==> config.mk <==
export PLATFORM = sky130hd
export DESIGN_NAME = lcd_sync_gen_flat
export DESIGN_NICKNAME = d
export VERILOG_FILES = /design/src/rtl/lcd_sync_gen_if.sv /design/src/rtl/lcd_sync_gen.sv /design/src/flat_wrapper.sv
export SDC_FILE = /design/constraint.sdc
export NUM_CORES = 1
export LEC_CHECK = 0
export CAP_MARGIN = 15
export CORE_MARGIN = 5
export CORE_UTILIZATION = 42
export DETAILED_ROUTE_END_ITERATION = 10
export PLACE_DENSITY = 0.76
export SYNTH_ARGS = -nofsm -noshare
export SYNTH_HDL_FRONTEND = slang
export SYNTH_SLANG_ARGS = --single-unit
==> constraint.sdc <==
create_clock -name clk_i -period 2.8 [get_ports clk_i]
set_input_delay 0.42 -clock clk_i [delete_from_list [all_inputs] [get_ports clk_i]]
set_output_delay 0.42 -clock clk_i [all_outputs]
set_load 0.02 [all_outputs]
==> src/rtl/lcd_sync_gen_if.sv <==
// -----------------------------------------------------------------------------
// lcd_sync_gen_if
//
// Purpose : groups the run request and the raster outputs of lcd_sync_gen so
//           the generator and its consumers share one bundle.
//
// Signals : en          run request (level, driven by the controller)
//           hs          line valid
//           vs          frame valid
//           de          hs & vs
//           x, y        pixel / line position (12 bit)
//           frame_start one-cycle pulse on pixel (0,0)
//           pix         RGB888 {R,G,B}
//
// Modports: master - the generator (reads en, drives the raster)
//           slave  - the consumer / controller (drives en, reads the raster)
//
// Protocol: there is no valid/ready pair here. en is a level request that the
//           generator samples every cycle but only acts on at a frame boundary;
//           hs/vs/de are qualifiers that are never back-pressured, and every
//           raster output changes on the same clock edge.
// -----------------------------------------------------------------------------
interface lcd_sync_gen_if;
  logic        en;
  logic        hs;
  logic        vs;
  logic        de;
  logic [11:0] x;
  logic [11:0] y;
  logic        frame_start;
  logic [23:0] pix;

  modport master (
    input  en,
    output hs, vs, de, x, y, frame_start, pix
  );

  modport slave (
    output en,
    input  hs, vs, de, x, y, frame_start, pix
  );
endinterface

==> src/rtl/lcd_sync_gen.sv <==
// -----------------------------------------------------------------------------
// lcd_sync_gen
//
// Purpose : free-running video timing source. Counts a pixel/line raster of
//           (H_ACT+H_BLK) x (V_ACT+V_BLK), starts and stops only on frame
//           boundaries and emits HS/VS/DE, X/Y, a frame-start strobe and an
//           optional colour-bar test pattern, all registered on the same edge.
//
// Ports   : clk_i    pixel clock, rising edge
//           rst_n_i  asynchronous active-low reset
//           bus      lcd_sync_gen_if.master (en in; hs, vs, de, x, y,
//                    frame_start, pix out)
//           run_o    debug view of the FSM: 1 while in RUN, 0 in IDLE
//
// Build option: LCD_SYNC_GEN_PATTERN_EN
//           defined   -> pix carries eight vertical colour bars during DE
//           undefined -> pix is tied to zero and no pattern logic exists
//
// Constraints: H_TOT = H_ACT+H_BLK and V_TOT = V_ACT+V_BLK must each be
//           <= 4096; H_BLK and V_BLK must each be >= 1.
// -----------------------------------------------------------------------------
module lcd_sync_gen #(
  parameter int H_ACT = 800,
  parameter int H_BLK = 160,
  parameter int V_ACT = 480,
  parameter int V_BLK = 45
) (
  input  logic           clk_i,
  input  logic           rst_n_i,
  lcd_sync_gen_if.master bus,
  output logic           run_o
);

  localparam int H_TOT = H_ACT + H_BLK;
  localparam int V_TOT = V_ACT + V_BLK;

  // All comparisons are done on 12-bit constants so that nothing in the
  // datapath grows past the counter width.
  localparam logic [11:0] H_LAST  = 12'(H_TOT - 1);
  localparam logic [11:0] V_LAST  = 12'(V_TOT - 1);
  localparam logic [11:0] H_ACT_W = 12'(H_ACT);
  localparam logic [11:0] V_ACT_W = 12'(V_ACT);

  typedef enum logic {
    ST_IDLE = 1'b0,
    ST_RUN  = 1'b1
  } state_e;

  state_e      state_q, state_d;
  logic [11:0] h_q, h_d;
  logic [11:0] v_q, v_d;

  logic        hs_q, hs_d;
  logic        vs_q, vs_d;
  logic        de_q, de_d;
  logic        fs_q, fs_d;

  // ---------------------------------------------------------------------------
  // Next-state / counter logic
  // ---------------------------------------------------------------------------
  always_comb begin
    state_d = state_q;
    h_d     = h_q;
    v_d     = v_q;

    unique case (state_q)
      ST_IDLE: begin
        h_d = 12'd0;
        v_d = 12'd0;
        if (bus.en) begin
          state_d = ST_RUN;
        end
      end

      ST_RUN: begin
        if (h_q == H_LAST) begin
          h_d = 12'd0;
          if (v_q == V_LAST) begin
            // Frame end: the only cycle where en is acted on while running.
            // Either wrap straight into the next frame or drop to IDLE; the
            // counters are already back at zero in both cases.
            v_d = 12'd0;
            if (!bus.en) begin
              state_d = ST_IDLE;
            end
          end else begin
            v_d = v_q + 12'd1;
          end
        end else begin
          h_d = h_q + 12'd1;
        end
      end

      default: begin
        state_d = ST_IDLE;
        h_d     = 12'd0;
        v_d     = 12'd0;
      end
    endcase
  end

  // ---------------------------------------------------------------------------
  // Output decode from the *next* counter values so that the flags land in
  // the same register stage as the counters that drive X/Y.
  // ---------------------------------------------------------------------------
  always_comb begin
    hs_d = 1'b0;
    vs_d = 1'b0;
    de_d = 1'b0;
    fs_d = 1'b0;
    if (state_d == ST_RUN) begin
      hs_d = (h_d < H_ACT_W);
      vs_d = (v_d < V_ACT_W);
      de_d = hs_d & vs_d;
      fs_d = (h_d == 12'd0) && (v_d == 12'd0);
    end
  end

  always_ff @(posedge clk_i or negedge rst_n_i) begin
    if (!rst_n_i) begin
      state_q <= ST_IDLE;
      h_q     <= 12'd0;
      v_q     <= 12'd0;
      hs_q    <= 1'b0;
      vs_q    <= 1'b0;
      de_q    <= 1'b0;
      fs_q    <= 1'b0;
    end else begin
      state_q <= state_d;
      h_q     <= h_d;
      v_q     <= v_d;
      hs_q    <= hs_d;
      vs_q    <= vs_d;
      de_q    <= de_d;
      fs_q    <= fs_d;
    end
  end

  // In IDLE the counters are held at zero, so they double as X/Y directly.
  assign bus.hs          = hs_q;
  assign bus.vs          = vs_q;
  assign bus.de          = de_q;
  assign bus.frame_start = fs_q;
  assign bus.x           = h_q;
  assign bus.y           = v_q;
  assign run_o           = (state_q == ST_RUN);

`ifdef LCD_SYNC_GEN_PATTERN_EN
  // ---------------------------------------------------------------------------
  // Colour bars. Bar index is min(x / BW, 7), found with seven constant
  // threshold compares instead of a divider; the last bar absorbs the
  // remainder of H_ACT / 8.
  // ---------------------------------------------------------------------------
  localparam int BW = H_ACT / 8;

  logic [2:0]  bar_d;
  logic [23:0] pix_d, pix_q;

  always_comb begin
    bar_d = 3'd0;
    for (int k = 1; k < 8; k++) begin
      if (h_d >= 12'(k * BW)) begin
        bar_d = 3'(k);
      end
    end
  end

  always_comb begin
    pix_d = 24'h000000;
    if (de_d) begin
      unique case (bar_d)
        3'd0:    pix_d = 24'hFFFFFF;
        3'd1:    pix_d = 24'hFFFF00;
        3'd2:    pix_d = 24'h00FFFF;
        3'd3:    pix_d = 24'h00FF00;
        3'd4:    pix_d = 24'hFF00FF;
        3'd5:    pix_d = 24'hFF0000;
        3'd6:    pix_d = 24'h0000FF;
        default: pix_d = 24'h000000;
      endcase
    end
  end

  always_ff @(posedge clk_i or negedge rst_n_i) begin
    if (!rst_n_i) begin
      pix_q <= 24'h000000;
    end else begin
      pix_q <= pix_d;
    end
  end

  assign bus.pix = pix_q;
`else
  assign bus.pix = 24'h000000;
`endif

endmodule

==> src/flat_wrapper.sv <==
// flat-port wrapper written by rule: the top's interface ports become plain ports
module lcd_sync_gen_flat 
#(
  parameter int H_ACT = 800,
  parameter int H_BLK = 160,
  parameter int V_ACT = 480,
  parameter int V_BLK = 45
)
  (clk_i, rst_n_i, run_o, bus_en, bus_hs, bus_vs, bus_de, bus_x, bus_y, bus_frame_start, bus_pix);
  lcd_sync_gen_if bus_i ();
  input  logic clk_i;
  input  logic rst_n_i;
  output logic run_o;
  input wire logic [$bits(bus_i.en)-1:0] bus_en;
  output wire logic [$bits(bus_i.hs)-1:0] bus_hs;
  output wire logic [$bits(bus_i.vs)-1:0] bus_vs;
  output wire logic [$bits(bus_i.de)-1:0] bus_de;
  output wire logic [$bits(bus_i.x)-1:0] bus_x;
  output wire logic [$bits(bus_i.y)-1:0] bus_y;
  output wire logic [$bits(bus_i.frame_start)-1:0] bus_frame_start;
  output wire logic [$bits(bus_i.pix)-1:0] bus_pix;
  assign bus_i.en = bus_en;
  assign bus_hs = bus_i.hs;
  assign bus_vs = bus_i.vs;
  assign bus_de = bus_i.de;
  assign bus_x = bus_i.x;
  assign bus_y = bus_i.y;
  assign bus_frame_start = bus_i.frame_start;
  assign bus_pix = bus_i.pix;
  lcd_sync_gen #(.H_ACT(H_ACT), .H_BLK(H_BLK), .V_ACT(V_ACT), .V_BLK(V_BLK)) u_core (.clk_i(clk_i), .rst_n_i(rst_n_i), .bus(bus_i), .run_o(run_o));
endmodule
==> out/results.ini <==
[global_routing]
grt_usage=0.152
antenna_found_initial=0
grt-busiest-layer=met2
grt_overflow_total=0
use_met3=0.0461
grt_pass1_vias=1491
use_met1=0.182
grt_pass1_wl_microns=7180
grt_max_degree=30
grt_use_met2=0.242

[timing]
hold_viol=0
rsz0062_at_grt=false
worst_slack_ps=90.7
finalCritPeriodShare=0.968
slew_headroom=0.663
slew_violations=0
min_period_ps=2710
setup_tns_ps=0
setup_viol=0
clock_skew_ps=7.36
max_freq_ghz=0.369
tightest_slew_ps=500

[worst_setup_path]
worst_path_max_delay_cell=or4b_4
reg2reg_from=u_core.bus.x[6]
cp.required_ps=2970
cpPeakStageDelay_ps=570
cp_max_fo=5
crit_chain=or4b_4 -> or4_4 -> nor4_4 -> mux2_2 -> o31a_2 -> nor4_1
end_kind=flop
cp.arrival_ps=2880
reg2regPathDepth=6
regToRegEndpoint=u_core.bus.de
crit_path_start_kind=flop
reg2reg_slack_ps=90
path_class=flop to flop

[clocking]
cts_hold_buf=0
clk-insertion-delay-late_ps=290
cts.clk_slew.worst_paths_ps=60
cts_sinks=29
root_buffer=clkbuf_8
h-tree-depth=2
numCtsBuffers=5
clk_path_buf_depth=2
cts_tree=yes

[floorplan]
dieArea_sq_um=5830
initial_core_util=0.427
row_count=24
die_w_microns=76.3
core_sq_um=4320
ios=56
die_h_microns=76.3

[final_layout]
fill_cells=392
regArea_sq_um=727
multi_input_area_sq_um=975
drive_gt1_frac=0.138
n_antenna_cell=0
syn_to_final_growth_pct=25.2
nets=258

[yosys]
synth_top_area_frac=0.393
async_reset_ff_frac=1.00
synth_area_sq_um=1850
syn_inst=208
netlist_top_cells_area=dfrtp_1, buf_4, nor2_1
synth_edf_count=0
synthTopCellsByCount=dfrtp_1, nor2_1, buf_4
syn_area_per_cell_sq_um=8.88
yosysSeqAreaShare=0.393
yosys.area.top_type=dfrtp_1
ys_ff_latch=29
synthDistinctLibCells=42
synth_flop_cell=dfrtp_1
yosys_warnings=0

[power]
peakVddDrop_mv=0.418
p_seq_frac=0.396
swShare=0.347
power.switching_w=0.000466
p_int_w=0.000876
comb_power_share=0.341
leakage_nw=1.01
p_clk_frac=0.263
powerDensity_nw_per_um2=580

[run]
cap_violations=0

[placement]
gpl.final_weighted_congestion=0.866
place_hpwl_microns=3140
portBuffers=31
dpl_worst_slack_ps=128

[route]
drtIter0Drc=122
drc=0
dr.pass1.iters=4
ant_nets=0
vias_per_cell=5.03
wl_per_cell_microns=13.7
routed_wl_microns=4190
vias=1533

[min_path]
hp-class=primary input to asynchronous set/reset pin

[status]
status=completed

==> timing repair <==
action	CTS	global route
resized for setup	0	1
buffers inserted	0	0
setup endpoints to repair	0	1
==> cells by family (layout without fill, tap and decap cells) <==
family	count (synthesis)	count (layout)	share of synthesized area
AOI/OAI and AO/OA	24	24	0.0941
xor gates and xnor gates	20	20	0.0948
adders and majority gates	3	3	0.0203
buffers and inverters	42	64	0.138
DFF	29	29	0.393
muxes	1	1	0.00609
other	1	24	0.00203
and+or+nand+nor	88	88	0.252
==> cell usage in the layout, fill, tap and decap left out, types with 4 or more instances in the layout <==
master / synthesis / layout
nand3_1: 9 / 9
nor2_1: 29 / 29
dfrtp_1: 29 / 28
xnor2_1: 10 / 10
o21ai_0: 5 / 5
buf_4: 24 / 14
inv_1: 11 / 11
xor2_1: 10 / 10
nor4_1: 9 / 7
nor4_2: 3 / 4
conb_1: 1 / 24
nand4_1: 7 / 7
nand2_1: 16 / 16
and2_1: 4 / 4
clkdlybuf4s50_1: 0 / 31
clkbuf_8: 0 / 6
==> worst max-delay path: cells and delay by family, from the launching register on <==
| kind | cells | cell delay [ps] |
|---|---|---|
| multiplexers | 1 | 370 |
| flip-flops | 1 | 400 |
| AND/OR/NAND/NOR | 4 | 1520 |
| AO/OA/AOI/OAI | 1 | 310 |
==> area by class of cell <==
class / count / share of cell area
clock buffer: 8 / 0.0389
inverter: 11 / 0.0178
multi-input combinational: 160 / 0.421
sequential: 29 / 0.314
tap: 52 / 0.0281
timing repair buffer: 45 / 0.180
==> state kept, by name, summed over array words and instances, names as in the netlist <==
| name | count |
|---|---|
| u_core.bus.x | 12 |
| u_core.bus.y | 12 |
| u_core.bus.de | 1 |
| u_core.bus.frame_start | 1 |
| u_core.bus.hs | 1 |
| u_core.bus.vs | 1 |
| u_core.run_o | 1 |
==> stage by stage <==
stage	utilization	power (W)	hold WS (ps)	cell area, sq um	cells
global placement	0.513	0.000981	554	2220	297
finish	0.535	0.00134	511	2310	305
floorplan	-	0.000827	124	1950	231
CTS	0.534	0.00135	517	2310	305
global route	0.535	0.00142	565	2310	305
detailed placement	0.513	0.000990	580	2220	297
==> power by group through the flow <==
stage	sequential, W	clock (W)	combinational [W]
6_report	0.000531	0.000353	0.000458
3_5_place_dp	0.000535	0	0.000456
2_1_floorplan	0.000592	0	0.000235
4_1_cts	0.000529	0.000362	0.000458
5_1_grt	0.000537	0.000382	0.000504
3_3_place_gp	0.000533	0	0.000448
==> per-layer routing <==
metal	share of wire	vias to the layer above
met5	0	-
met4	0.021	0
met3	0.070	7
met2	0.48	51
met1	0.42	713
li1	-	762
==> worst max path at each step <==
stage	start	endpoint	depth (start not counted)
CTS	u_core.bus.x[6]	u_core.bus.frame_start	7
finish	u_core.bus.x[6]	u_core.bus.de	6
global placement	u_core.bus.x[6]	u_core.bus.de	6
floorplan	u_core.bus.x[6]	u_core.bus.de	6
global route	u_core.bus.x[6]	u_core.bus.frame_start	7
detailed placement	u_core.bus.x[6]	u_core.bus.de	6
Note: power is estimated with default switching activity, not from simulation.
